**config.mk**
```make
export PLATFORM = sky130hd
export DESIGN_NAME = urv_dm_responder
export DESIGN_NICKNAME = d
export VERILOG_FILES = /design/src/rtl/urv_dm_responder.sv
export SDC_FILE = /design/constraint.sdc
export NUM_CORES = 1
export LEC_CHECK = 0
export ABC_AREA = 0
export CORE_MARGIN = 4
export CORE_UTILIZATION = 42
export CTS_BUF_LIST = sky130_fd_sc_hd__clkbuf_16
export DETAILED_ROUTE_END_ITERATION = 16
export GPL_ROUTABILITY_DRIVEN = 0
export PLACE_DENSITY_LB_ADDON = 0.05
export SYNTH_ARGS = -nofsm -noshare
export SYNTH_HDL_FRONTEND = slang
export SYNTH_SLANG_ARGS = --single-unit
```
**constraint.sdc**
```tcl
create_clock -name clk_i -period 4.55 [get_ports clk_i]
set_input_delay 1.1375 -clock clk_i [delete_from_list [all_inputs] [get_ports clk_i]]
set_output_delay 1.1375 -clock clk_i [all_outputs]
set_load 0.01 [all_outputs]
```
**src/rtl/urv_dm_responder.sv**
```systemverilog
// Data-memory responder: serves core loads/stores from a local RAM window
// or forwards them as single accesses on a classic external bus with timeout.
module urv_dm_responder #(
  parameter int unsigned g_ram_size_log2 = 16,
  parameter logic [31:0] g_ram_base      = 32'h0000_0000,
  parameter int unsigned g_timeout       = 255
) (
  input  logic                         clk_i,
  input  logic                         rst_i,
  input  logic [31:0]                  dm_addr_i,
  input  logic [31:0]                  dm_data_s_i,
  input  logic [3:0]                   dm_data_select_i,
  input  logic                         dm_load_i,
  input  logic                         dm_store_i,
  output logic [31:0]                  dm_data_l_o,
  output logic                         dm_load_done_o,
  output logic                         dm_store_done_o,
  output logic                         dm_error_o,
  output logic [g_ram_size_log2-3:0]   ram_addr_o,
  output logic [31:0]                  ram_wdata_o,
  output logic [3:0]                   ram_we_o,
  output logic                         ram_re_o,
  input  logic [31:0]                  ram_rdata_i,
  output logic                         ext_cyc_o,
  output logic                         ext_stb_o,
  output logic                         ext_we_o,
  output logic [3:0]                   ext_sel_o,
  output logic [31:0]                  ext_adr_o,
  output logic [31:0]                  ext_dat_o,
  input  logic [31:0]                  ext_dat_i,
  input  logic                         ext_ack_i,
  input  logic                         ext_err_i
);

  // state  | meaning
  // IDLE   | accepting requests; RAM stores complete without leaving IDLE
  // RAM_LD | RAM read data valid this cycle, load completes
  // EXT    | external access in flight, waiting for ack/err/timeout
  typedef enum logic [1:0] {ST_IDLE, ST_RAM_LD, ST_EXT} state_t;

  state_t      r_state;
  state_t      w_state_nxt;
  logic [15:0] r_tmo;
  logic [31:0] r_data_l;
  logic        r_load_done;
  logic        r_store_done;
  logic        r_error;
  logic [31:0] r_ext_adr;
  logic [31:0] r_ext_dat;
  logic [3:0]  r_ext_sel;
  logic        r_ext_we;

  logic        w_ram_hit;
  logic        w_st_req;
  logic        w_ld_req;
  logic        w_idle;
  logic        w_ram_st;
  logic        w_ram_ld;
  logic        w_ext_go;
  logic        w_in_ext;
  logic        w_in_ram_ld;
  logic [15:0] w_tmo_nxt;
  logic        w_tmo_hit;
  logic        w_ext_ok;
  logic        w_ext_end;

  assign w_ram_hit   = (dm_addr_i[31:g_ram_size_log2] == g_ram_base[31:g_ram_size_log2]);
  // a simultaneous load+store strobe is served as a store
  assign w_st_req    = dm_store_i;
  assign w_ld_req    = dm_load_i & ~dm_store_i;
  assign w_idle      = (r_state == ST_IDLE) & ~rst_i;
  assign w_ram_st    = w_idle & w_st_req & w_ram_hit;
  assign w_ram_ld    = w_idle & w_ld_req & w_ram_hit;
  assign w_ext_go    = w_idle & (w_st_req | w_ld_req) & ~w_ram_hit;
  assign w_in_ext    = (r_state == ST_EXT);
  assign w_in_ram_ld = (r_state == ST_RAM_LD);

  assign w_tmo_nxt   = r_tmo + 16'd1;
  assign w_tmo_hit   = (w_tmo_nxt == 16'(g_timeout));
  assign w_ext_ok    = w_in_ext & ext_ack_i & ~ext_err_i;
  assign w_ext_end   = w_in_ext & (ext_ack_i | ext_err_i | w_tmo_hit);

  always_ff @(posedge clk_i) begin
    if (rst_i) r_state <= ST_IDLE;
    else       r_state <= w_state_nxt;
  end

  always_comb begin
    w_state_nxt = r_state;
    case (r_state)
      ST_IDLE: begin
        if (w_ram_ld)      w_state_nxt = ST_RAM_LD;
        else if (w_ext_go) w_state_nxt = ST_EXT;
      end
      ST_RAM_LD: w_state_nxt = ST_IDLE;
      ST_EXT:    if (w_ext_end) w_state_nxt = ST_IDLE;
      default:   w_state_nxt = ST_IDLE;
    endcase
  end

  always_ff @(posedge clk_i) begin
    if (rst_i) begin
      r_tmo        <= 16'd0;
      r_data_l     <= 32'd0;
      r_load_done  <= 1'b0;
      r_store_done <= 1'b0;
      r_error      <= 1'b0;
      r_ext_adr    <= 32'd0;
      r_ext_dat    <= 32'd0;
      r_ext_sel    <= 4'd0;
      r_ext_we     <= 1'b0;
    end else begin
      r_load_done  <= 1'b0;
      r_store_done <= 1'b0;
      r_error      <= 1'b0;
      if (w_ram_st) r_store_done <= 1'b1;
      if (w_in_ram_ld) r_data_l <= ram_rdata_i;
      if (w_ext_go) begin
        r_ext_adr <= dm_addr_i;
        r_ext_dat <= dm_data_s_i;
        r_ext_sel <= dm_data_select_i;
        r_ext_we  <= w_st_req;
        r_tmo     <= 16'd0;
      end else if (w_in_ext) begin
        r_tmo <= w_tmo_nxt;
      end
      // error and timeout both terminate with zero load data
      if (w_ext_end) begin
        r_load_done  <= ~r_ext_we;
        r_store_done <= r_ext_we;
        r_error      <= ~w_ext_ok;
        if (!r_ext_we) r_data_l <= w_ext_ok ? ext_dat_i : 32'd0;
      end
    end
  end

  assign dm_data_l_o     = w_in_ram_ld ? ram_rdata_i : r_data_l;
  assign dm_load_done_o  = r_load_done | (w_in_ram_ld & ~rst_i);
  assign dm_store_done_o = r_store_done;
  assign dm_error_o      = r_error;

  assign ram_addr_o      = dm_addr_i[g_ram_size_log2-1:2];
  assign ram_wdata_o     = dm_data_s_i;
  assign ram_we_o        = w_ram_st ? dm_data_select_i : 4'b0000;
  assign ram_re_o        = w_ram_ld;

  assign ext_cyc_o       = w_in_ext;
  assign ext_stb_o       = w_in_ext;
  assign ext_we_o        = r_ext_we;
  assign ext_sel_o       = r_ext_sel;
  assign ext_adr_o       = r_ext_adr;
  assign ext_dat_o       = r_ext_dat;

endmodule

```
After elaboration in Yosys (flattened, before gate mapping):

Index checks and enable logic that the tools add are counted.

* add/subtract/negate cells: 1
* $mul: 0
* div/mod/pow operators: 0
* order comparisons: 0
* equal/unequal tests: 5
* shift-type cells: 0
* mux-type cells: 11
* bitwise gates (word level): 23
* reduce and logical (&&, ||, !) cells: 5

Operators with widths (count)
* $mux W32: 4
* $add A16 B1 Y16 const B: 1
* $eq A16 B8 Y1 const B: 1
* $logic_not A16 Y1: 1
* $and A1 B1 Y1: 12
* $not A1 Y1: 7
* $mux W2: 3
* $mux W4: 1
* $or A1 B1 Y1: 4
* $pmux W2 S2: 1
* $reduce_or A2 Y1: 2
* $ne A3 B3 Y1 const B: 1
* $eq A2 B1 Y1 const B: 1
* $eq A2 B2 Y1 const B: 1
* $logic_not A2 Y1: 1
* $mux W1: 2
* $ne A2 B1 Y1 const B: 1
* $reduce_and A2 Y1: 1

* flip-flop bits (word level): 122
* bits in latches: 0
* RAM bits: 0
* bits in read-only memories: 0
* input port bits: 138
* output and inout bits: 157
* word-level logic and storage cells: 55
* memories: 0

Logic depth before layout (Yosys ltp):

Gate-level depths: netlist of run 1.

* depth after elaboration: 8
* depth in mapped cells: 8
* depth with buffers taken out: 7

Worst setup path after synthesis of run 1:

OpenSTA, ideal clock, no wires.

* kind: input -> output
* from: in rst_i
* to: out ram_we_o[0]
* arrival time: 2.126 ns
* data required time: 3.413 ns
* setup slack: 1.286 ns
* cell stages on the path: 5
* buffers on the path: 1
* cell sequence: clkbuf_1 nor3_1 nand2_1 nor2_1 and2_1

* cells in the longest elaborated chain, start to end: 5

RTL lines
* from (decl): RTL line 9 `input logic rst_i,`
* $not A1 Y1: RTL line 71 `assign w_idle = (r_state == ST_IDLE) & ~rst_i;`
* $and A1 B1 Y1: RTL line 71
* $and A1 B1 Y1 (2 in series): RTL line 72 `assign w_ram_st = w_idle & w_st_req & w_ram_hit;`
* $mux W4: RTL line 144 `assign ram_we_o = w_ram_st ? dm_data_select_i : 4'b0000;`
* to (decl): RTL line 21 `output logic [3:0] ram_we_o,`

No other way between the ends.

Worst setup path after layout of run 1:

* from: in dm_addr_i[25]
* to: out ram_we_o[2]

* cells in the longest elaborated chain, start to end: 3

RTL lines
* from (decl): RTL line 10 `input logic [31:0] dm_addr_i,`
* $logic_not A16 Y1: RTL line 67 `assign w_ram_hit = (dm_addr_i[31:g_ram_size_log2] == g_ram_base[31:g_ram_size_log2]);`
* $and A1 B1 Y1: RTL line 72
* $mux W4: RTL line 144

No other way between the ends.

==> flow_summary_export.csv, run 1 <==
group,metric,value,unit
run_status,status,"finished, final reports clean",
final_layout,fin_nets,982,
pwr,power_leakage,3.20,nW
placed_design,hpwl,13100,µm
grt,grt_pass1_wl,26500,µm
pwr,finalPower,2.73,mW
route,drc,0,
placed_design,dpl-instance-area,8060,µm²
yosys,syn-num-nets,749,
clocking,holdBufCountCts,0,
final_layout,final_common_cell,"clkdlybuf4s50_1",
pwr,p_per_area,319,nW/µm²
floorplan,die_height,121,µm
final_layout,fin_area,8560,µm²
grt,grt_overflow,0,
final_layout,layout.cells.non_filler,1024,
route,firstDrtPassIters,4,
yosys,yosysWarnings,0,
timing,finalCriticalPeriod,4.37,ns
floorplan,row_count,41,
floorplan,die_x,121,µm
yosys,synth-adder-area-share,0.465,%
clocking,post-cts-setup-buffers,0,
floorplan,ios,295,
route,drt-initial-drc-count,228,
timing,slew_headroom,48.0,%
yosys,netlist_area,5390,µm²
placed_design,dp_cells,995,
grt,grt_start_max_net_pins,73,
final_layout,seq_area,2440,µm²
yosys,synthSimpleGateAreaFrac,18.6,%
yosys,ys_ff_latch,122,
final_layout,n_antenna_cell,0,
grt,antenna_found_initial,0,
timing,setup_ws,0.176,ns
final_layout,n_fill_cell,1047,
setup_path,worstSetupEndpointType,"primary output",
job,cap_violations,0,
timing,rsz0062_at_grt,"no",
setup_path,critPathRequiredTime,3.41,ns
timing,setup_violations,0,
clocking,clk_pin_slew,0.05,ns
clocking,clockBufferDepth,2,
clocking,cts-resized-gates,0,
clocking,cts.htree.levels,4,
setup_path,path_class,"in2out",
final_layout,final_layout_size_suffix_gt1_share,10.3,%
yosys,seq_area_frac_synth,45.3,%
yosys,ys_async_sr_fraction,0,%
final_layout,layout_common_cells,"293 x clkdlybuf4s50_1, 148 x nand2_1, 122 x dfxtp_1",
floorplan,start_util,42.9,%
timing,hold_viol,0,
yosys,yosysTopAreaCell,"dfxtp_1",
timing,fmax,0.229,GHz
final_layout,multi_input_area,2370,µm²
yosys,syn_area_per_cell,8.84,µm²
yosys,synth_edf_count,0,
setup_path,cp_max_fo,6,
route,dr_total_vias,5230,
setup_path,cp.arrival,3.24,ns
yosys,synthXorXnorAreaFrac,2.93,%
timing,final_max_slew_viol_count,0,
pwr,vdd.ir_drop.worst,224,µV
clocking,cts_root_buf,"clkbuf_16",
grt,grt_pass1_vias,5271,
timing,fin_setup_tns,0,ns
timing,fin_skew,0.00684,ns
yosys,yosysTopAreaCellShare,45.3,%
route,wl_per_cell,17.1,µm
yosys,synth_top_family_by_area,"simple AND/OR/NAND/NOR gates",
grt,grt_use_total,23.1,%
floorplan,core,12600,µm²
clocking,clk-insertion-delay-late,0.41,ns
floorplan,die_area,14700,µm²
placed_design,dp_slack,0.142,ns
yosys,ys.flop_type,"dfxtp_1",
setup_path,crit_path_start_kind,"input pin",
final_layout,fin_util,68.1,%
timing,hold_slack,0.451,ns
final_layout,areaGrowthSynthToFinish,58.9,%
worst_hold_path,hold_class,"reg2reg",
yosys,yosysUniqueCellTypes,49,
yosys,synthMuxAreaShare,6.88,%
clocking,cts_tree,"done",
placed_design,io_buffers,294,
timing,final.period_utilization,96.1,%
timing,worst_slew_pin_slew,0.781,ns
clocking,cts_buffers,17,
route,viasPerCell,5.11,
route,ant_nets,0,
yosys,synth_compound_gate_area_share,15.0,%
route,totalWireLength,17500,µm
yosys,synth.top_cells.by_area,"dfxtp_1 45%, nand2_1 10%, mux2_2 6.7%",
clocking,cts_num_sinks,122,
yosys,netlist_instances,609,
layout make-up:
type / instances / area share (%)
Clock buffer: 17 / 4.97
Clock inverter: 12 / 0.833
Inverter: 7 / 0.366
Multi-Input combinational cell: 392 / 27.7
Sequential cell: 122 / 28.5
Tap cell: 172 / 2.51
Timing Repair Buffer: 302 / 35.0
cell usage after synthesis, types with 2 or more instances:
| cell | count |
|---|---|
| nand2_1 | 148 |
| dfxtp_1 | 122 |
| a21oi_1 | 69 |
| buf_4 | 47 |
| mux2_2 | 32 |
| nor2_1 | 27 |
| clkbuf_1 | 26 |
| a32o_1 | 21 |
| a32o_2 | 11 |
| nor3_1 | 11 |
| buf_2 | 10 |
| xnor2_1 | 10 |
| xor2_1 | 8 |
| inv_1 | 6 |
| nand3_1 | 6 |
| and2_1 | 5 |
| nor4_1 | 5 |
| buf_6 | 4 |
| a211oi_1 | 3 |
| nand4_1 | 3 |
| ha_1 | 2 |
| nand3_2 | 2 |
| nor4bb_1 | 2 |
| o21ai_0 | 2 |
| o31ai_1 | 2 |
| or3_1 | 2 |
critical path, stage by stage:
cell and delay, ns:
clkdlybuf4s50_1 0.42, nor4_1 0.33, nand4_1 0.33, nor2_1 0.19, buf_4 0.16, and2_1 0.13
clkdlybuf4s50_1 0.54
state kept, by name, indices dropped and copies added (netlist names):
register and flops:
r_tmo 16, ext_adr_o 32, dm_store_done_o 1, ext_dat_o 32, ext_sel_o 4, dm_error_o 1, r_data_l 32, ext_we_o 1
r_load_done 1, r_state 2
kinds of logic (layout without fill, tap and decap cells):
family | Yosys count | after routing
simple gates | 223 | 223
flops | 122 | 122
compound gates | 116 | 116
buf+inv | 95 | 338
mux | 33 | 33
xor+xnor | 18 | 18
fa+ha+maj | 2 | 2
report_power, final:
group | switching, mW | internal, mW | total (mW)
clock | 0.432 | 0.716 | 1.15
combinational | 0.191 | 0.254 | 0.445
sequential | 0.0240 | 1.12 | 1.14
worst paths after layout:
| check | startpoint | to | slack [ns] | cells after the start |
|---|---|---|---|---|
| hold reg to reg | ext_adr_o[21] | ext_adr_o[21] | 0.45 | 2 |
| setup / recovery | dm_addr_i[25] | ram_we_o[2] | 0.18 | 7 |
| setup reg to reg | r_tmo[0] | r_data_l[22] | 1.94 | 7 |
| hold / removal | ext_adr_o[21] | ext_adr_o[21] | 0.45 | 2 |
layer usage:
layer / GRT usage, % / vias to the layer above / routed length [µm]
li1: - / 2512 / -
met2: 40.7 / 246 / 8800
met3: 10.0 / 38 / 1750
met1: 23.4 / 2434 / 6380
met5: 0 / - / 0
met4: 10.8 / 0 / 597
Note: power is estimated with default switching activity, not from simulation.
==> inputs of run 2 (changes only) <==
--- a/config.mk
+++ b/config.mk
@@ -11,7 +11,7 @@
 export CTS_BUF_LIST = sky130_fd_sc_hd__clkbuf_16
 export DETAILED_ROUTE_END_ITERATION = 16
 export GPL_ROUTABILITY_DRIVEN = 0
-export PLACE_DENSITY_LB_ADDON = 0.05
+export PLACE_DENSITY = 0.86
 export SYNTH_ARGS = -nofsm -noshare
 export SYNTH_HDL_FRONTEND = slang
 export SYNTH_SLANG_ARGS = --single-unit
==> flow_summary_export.csv, run 2 (synthesis gave the netlist of run 1 again) <==
group,metric,value,unit
run_status,status,"finished, final reports clean",
final_layout,multi_input_area,2370,µm²
route,totalWireLength,17500,µm
grt,grt_use_total,22.9,%
timing,fmax,0.231,GHz
grt,antenna_found_initial,0,
floorplan,start_util,42.9,%
setup_path,timing.rr.end,"r_data_l[22]",
final_layout,final_layout_size_suffix_gt1_share,11.1,%
clocking,cts_buffers,17,
route,drc,0,
grt,grt_pass1_wl,26100,µm
route,viasPerCell,5.00,
pwr,cell_internal_pwr,2.21,mW
timing,final.period_utilization,95.0,%
timing,fin_setup_tns,0,ns
setup_path,r2r-start,"r_tmo[0]",
route,topRoutingLayerUsed,"met4",
clocking,cts_tree,"done",
timing,setup_violations,0,
route,drt-initial-drc-count,260,
setup_path,crit_chain,"clkdlybuf4s50_1 -> nor4_1 -> nand4_1 -> nor2_1 -> buf_4 -> and2_1 -> clkdlybuf4s50_1",
floorplan,die_x,121,µm
clocking,holdBufCountCts,0,
setup_path,ff2ff_path_depth,6,
floorplan,core,12600,µm²
route,firstDrtPassIters,6,
setup_path,cp-endpoint,"ram_we_o[3]",
pwr,clock_power_share,44.9,%
setup_path,critPathRequiredTime,3.41,ns
clocking,clk_pin_slew,0.05,ns
timing,worst_slew_pin_slew,0.773,ns
setup_path,r2r_slack,2.00,ns
final_layout,final_common_cell,"clkdlybuf4s50_1",
route,wl_per_cell,17.0,µm
final_layout,layout.cells.non_filler,1029,
clocking,cts.htree.levels,4,
pwr,power_frac_comb,15.6,%
timing,rsz0062_at_grt,"no",
setup_path,max_stage_delay,0.54,ns
job,cap_violations,0,
clocking,cts_root_buf,"clkbuf_16",
setup_path,path_common_cell,"clkdlybuf4s50_1",
pwr,switching_share,23.4,%
setup_path,cp_max_fo,4,
setup_path,cp_slowest_cell,"clkdlybuf4s50_1",
setup_path,path_class,"in2out",
pwr,switchingPower,674,µW
clocking,post-cts-setup-buffers,0,
pwr,seqPwrFrac,39.5,%
route,ant_nets,0,
pwr,power_leakage,3.24,nW
floorplan,die_height,121,µm
floorplan,die_area,14700,µm²
setup_path,cp-startpoint,"dm_addr_i[25]",
final_layout,n_antenna_cell,0,
route,wl_met1,6390,µm
grt,grt_pass1_vias,5123,
setup_path,path_buf_inv,3,
setup_path,cp.arrival,3.19,ns
setup_path,critical_path_depth,7,
final_layout,n_fill_cell,957,
setup_path,crit_path_start_kind,"input pin",
timing,slew_headroom,48.4,%
floorplan,row_count,41,
grt,grt_start_max_net_pins,72,
grt,grt_overflow,0,
pwr,vdd.ir_drop.worst,303,µV
clocking,cts_num_sinks,122,
setup_path,worstSetupEndpointType,"primary output",
final_layout,seq_area,2440,µm²
clocking,clk-insertion-delay-late,0.40,ns
pwr,finalPower,2.89,mW
final_layout,fin_nets,984,
timing,fin_skew,0.00897,ns
timing,hold_viol,0,
timing,final_max_slew_viol_count,0,
pwr,p_per_area,334,nW/µm²
floorplan,ios,295,
route,dr_total_vias,5148,
setup_path,critical_path.top_delay_family,"buffers and inverters",
final_layout,layout_common_cells,"293 x clkdlybuf4s50_1, 148 x nand2_1, 122 x dfxtp_1",
timing,finalCriticalPeriod,4.32,ns
route,wl_met3,2010,µm
final_layout,areaGrowthSynthToFinish,60.4,%
worst_hold_path,hold_class,"reg2reg",
route,wl_met2,8780,µm
clocking,clockBufferDepth,2,
placed_design,io_buffers,294,
clocking,cts-resized-gates,0,
placed_design,dp_cells,997,
placed_design,hpwl,12800,µm
-- run 2: power groups by stage --
stage / registers [mW] / logic (mW) / clock network (mW)
after floorplan: 1.18 / 0.166 / 0
after global placement: 1.16 / 0.445 / 0
after detailed placement: 1.16 / 0.449 / 0
after CTS: 1.14 / 0.453 / 1.33
after global routing: 1.14 / 0.482 / 1.37
final: 1.14 / 0.449 / 1.30
-- run 2: how the worst min path moves through the flow --
stage	from	end	slack, ns	cells past startpoint
global placement	ext_dat_o[24]	ext_dat_o[24]	0.44	2
detailed placement	ext_dat_o[9]	ext_dat_o[9]	0.45	2
floorplan	ext_adr_o[0]	ext_adr_o[0]	0.48	2
global route	ext_dat_o[9]	ext_dat_o[9]	0.48	2
finish	ext_dat_o[3]	ext_dat_o[3]	0.45	2
CTS	ext_adr_o[31]	ext_adr_o[31]	0.45	2
-- run 2: worst register-to-register path: stages (launching register included) --
cell      delay (ns)
dfxtp_1         0.42
ha_1            0.29
nand3_4         0.14
o41ai_2         0.37
and4b_2         0.32
nand4b_4        0.44
a32o_1          0.45
-- run 2: area by class of cell --
type                            count  area share, %
Timing Repair Buffer              304           34.9
Sequential cell                   122           28.3
Multi-Input combinational cell    392           27.5
Clock buffer                       17           4.92
Tap cell                          172           2.49
Clock inverter                     15           1.64
Inverter                            7          0.362
-- run 2: metrics by stage --
| stage | setup WS [ns] | hold WS [ns] | cell area (µm²) | utilization, % |
|---|---|---|---|---|
| 2_1_floorplan | 1.29 | 0.481 | 5390 | - |
| 3_3_place_gp | 0.146 | 0.441 | 8080 | 64.3 |
| 3_5_place_dp | 0.183 | 0.446 | 8080 | 64.3 |
| 4_1_cts | 0.171 | 0.453 | 8640 | 68.8 |
| 5_1_grt | 0.0673 | 0.476 | 8640 | 68.8 |
| 6_report | 0.226 | 0.452 | 8640 | 68.8 |
-- run 2: per-layer routing --
metal  GRT usage [%]  vias up
met1            23.6     2375
met5               0        -
met2            40.3      226
met4            7.70        0
li1                -     2527
met3            11.6       20
==> inputs of run 3 (changes only) <==
--- a/config.mk
+++ b/config.mk
@@ -8,9 +8,9 @@
 export ABC_AREA = 0
 export CORE_MARGIN = 4
 export CORE_UTILIZATION = 42
-export CTS_BUF_LIST = sky130_fd_sc_hd__clkbuf_16
 export DETAILED_ROUTE_END_ITERATION = 16
 export GPL_ROUTABILITY_DRIVEN = 0
+export GPL_TIMING_DRIVEN = 1
 export PLACE_DENSITY = 0.86
 export SYNTH_ARGS = -nofsm -noshare
 export SYNTH_HDL_FRONTEND = slang
==> flow_summary_export.csv, run 3 (synthesis gave the netlist of run 1 again) <==
group,metric,value,unit
final_layout,final_common_cell,"clkdlybuf4s50_1",
route,viasPerCell,5.03,
timing,setup_ws,0.206,ns
timing,setup_violations,0,
placed_design,dp_cells,997,
setup_path,cp_slowest_cell,"clkdlybuf4s50_1",
setup_path,critPathRequiredTime,3.41,ns
setup_path,max_stage_delay,0.54,ns
timing,hold_slack,0.451,ns
clocking,cts_root_buf,"clkbuf_16",
setup_path,ff2ff_path_depth,6,
clocking,clockBufferDepth,2,
setup_path,timing.rr.end,"r_data_l[22]",
timing,final.period_utilization,95.5,%
floorplan,die_area,14700,µm²
timing,fin_skew,0.00830,ns
final_layout,n_fill_cell,938,
placed_design,dpl-instance-area,8080,µm²
worst_hold_path,hold_class,"reg2reg",
floorplan,start_util,42.9,%
setup_path,path_common_cell,"clkdlybuf4s50_1",
placed_design,hpwl,12800,µm
clocking,cts_tree,"done",
route,drc,0,
grt,grt_overflow,0,
final_layout,fin_area,8700,µm²
run_status,status,"finished, final reports clean",
floorplan,die_height,121,µm
final_layout,final_layout_size_suffix_gt1_share,11.8,%
final_layout,areaGrowthSynthToFinish,61.6,%
timing,finalCriticalPeriod,4.34,ns
clocking,cts_buffers,17,
clocking,clk-insertion-delay-late,0.41,ns
clocking,holdBufCountCts,0,
grt,grt_pass1_wl,26200,µm
final_layout,layout_common_cells,"293 x clkdlybuf4s50_1, 148 x nand2_1, 122 x dfxtp_1",
route,firstDrtPassIters,6,
placed_design,io_buffers,294,
setup_path,crit_path_start_kind,"input pin",
timing,slew_headroom,49.2,%
timing,final_max_slew_viol_count,0,
final_layout,n_antenna_cell,0,
timing,hold_viol,0,
job,cap_violations,0,
final_layout,fin_nets,984,
grt,antenna_found_initial,0,
floorplan,ios,295,
clocking,cts_num_sinks,122,
timing,fin_setup_tns,0,ns
clocking,cts.htree.levels,4,
route,ant_nets,0,
pwr,p_per_area,345,nW/µm²
timing,rsz0062_at_grt,"no",
clocking,clk_pin_slew,0.05,ns
route,wl_per_cell,17.1,µm
setup_path,cp-startpoint,"dm_addr_i[25]",
setup_path,path_class,"in2out",
setup_path,crit_chain,"clkdlybuf4s50_1 -> nor4_1 -> nand4_1 -> nor2_1 -> buf_4 -> and2_1 -> clkdlybuf4s50_1",
clocking,post-cts-setup-buffers,0,
floorplan,die_x,121,µm
timing,worst_slew_pin_slew,0.762,ns
grt,grt_start_max_net_pins,72,
setup_path,cp-endpoint,"ram_we_o[1]",
route,dr_total_vias,5172,
timing,fmax,0.230,GHz
setup_path,r2r-start,"r_tmo[0]",
placed_design,dp_slack,0.183,ns
setup_path,cp.arrival,3.21,ns
floorplan,core,12600,µm²
setup_path,r2r_slack,2.02,ns
pwr,power_leakage,3.26,nW
setup_path,cp_max_fo,4,
setup_path,worstSetupEndpointType,"primary output",
final_layout,layout.cells.non_filler,1029,
grt,grt_pass1_vias,5208,
pwr,vdd.ir_drop.worst,332,µV
floorplan,row_count,41,
route,totalWireLength,17600,µm
route,drt-initial-drc-count,274,
clocking,cts-resized-gates,0,
grt,grt_use_total,23.0,%
[run 3: cell count changes in the layout (fill, tap and decap cells not counted)]
cell      delta
clkbuf_8     +6
clkinv_1     -6
clkbuf_1     +3
inv_1        -3
[run 3: worst max-delay path: cells and delay by family]
family | cells | cell delay (ns)
buffers and inverters | 3 | 1.12
and+or+nand+nor | 4 | 0.95
[run 3: cell type report]
type                            count  area (µm²)  area share [%]
Sequential cell                   122        2440            28.1
Clock buffer                       26         519            5.97
Timing Repair Buffer              304        3010            34.6
Inverter                            7        31.3           0.359
Multi-Input combinational cell    392        2370            27.3
Clock inverter                      6         108            1.24
Tap cell                          172         215            2.47
[run 3: power breakdown]
group	total [mW]	leakage [nW]	internal [mW]	switching, mW
combinational	0.450	1.96	0.255	0.195
clock	1.41	0.307	0.948	0.462
sequential	1.14	0.993	1.12	0.0237
[run 3: per-stage QoR]
stage | utilization [%] | total power, mW
3_5_place_dp | 64.3 | 1.61
5_1_grt | 69.2 | 3.11
4_1_cts | 69.2 | 3.03
3_3_place_gp | 64.3 | 1.60
6_report | 69.2 | 3.00
2_1_floorplan | - | 1.34
[run 3: how the worst min path moves through the flow]
stage,start,to,slack [ns],cells after the start
2_1_floorplan,ext_adr_o[0],ext_adr_o[0],0.48,2
3_3_place_gp,ext_dat_o[24],ext_dat_o[24],0.44,2
3_5_place_dp,ext_dat_o[9],ext_dat_o[9],0.45,2
4_1_cts,ext_adr_o[31],ext_adr_o[31],0.45,2
5_1_grt,ext_dat_o[9],ext_dat_o[9],0.48,2
6_report,ext_adr_o[23],ext_adr_o[23],0.45,2
[run 3: metal layers]
layer  up-vias  track usage [%]  part of all wire, %
met5         -                0                    0
met4         0             8.05                  2.0
met3        20             11.5                   12
met2       247             40.8                   50
met1      2383             23.4                   36
li1       2522                -                    -
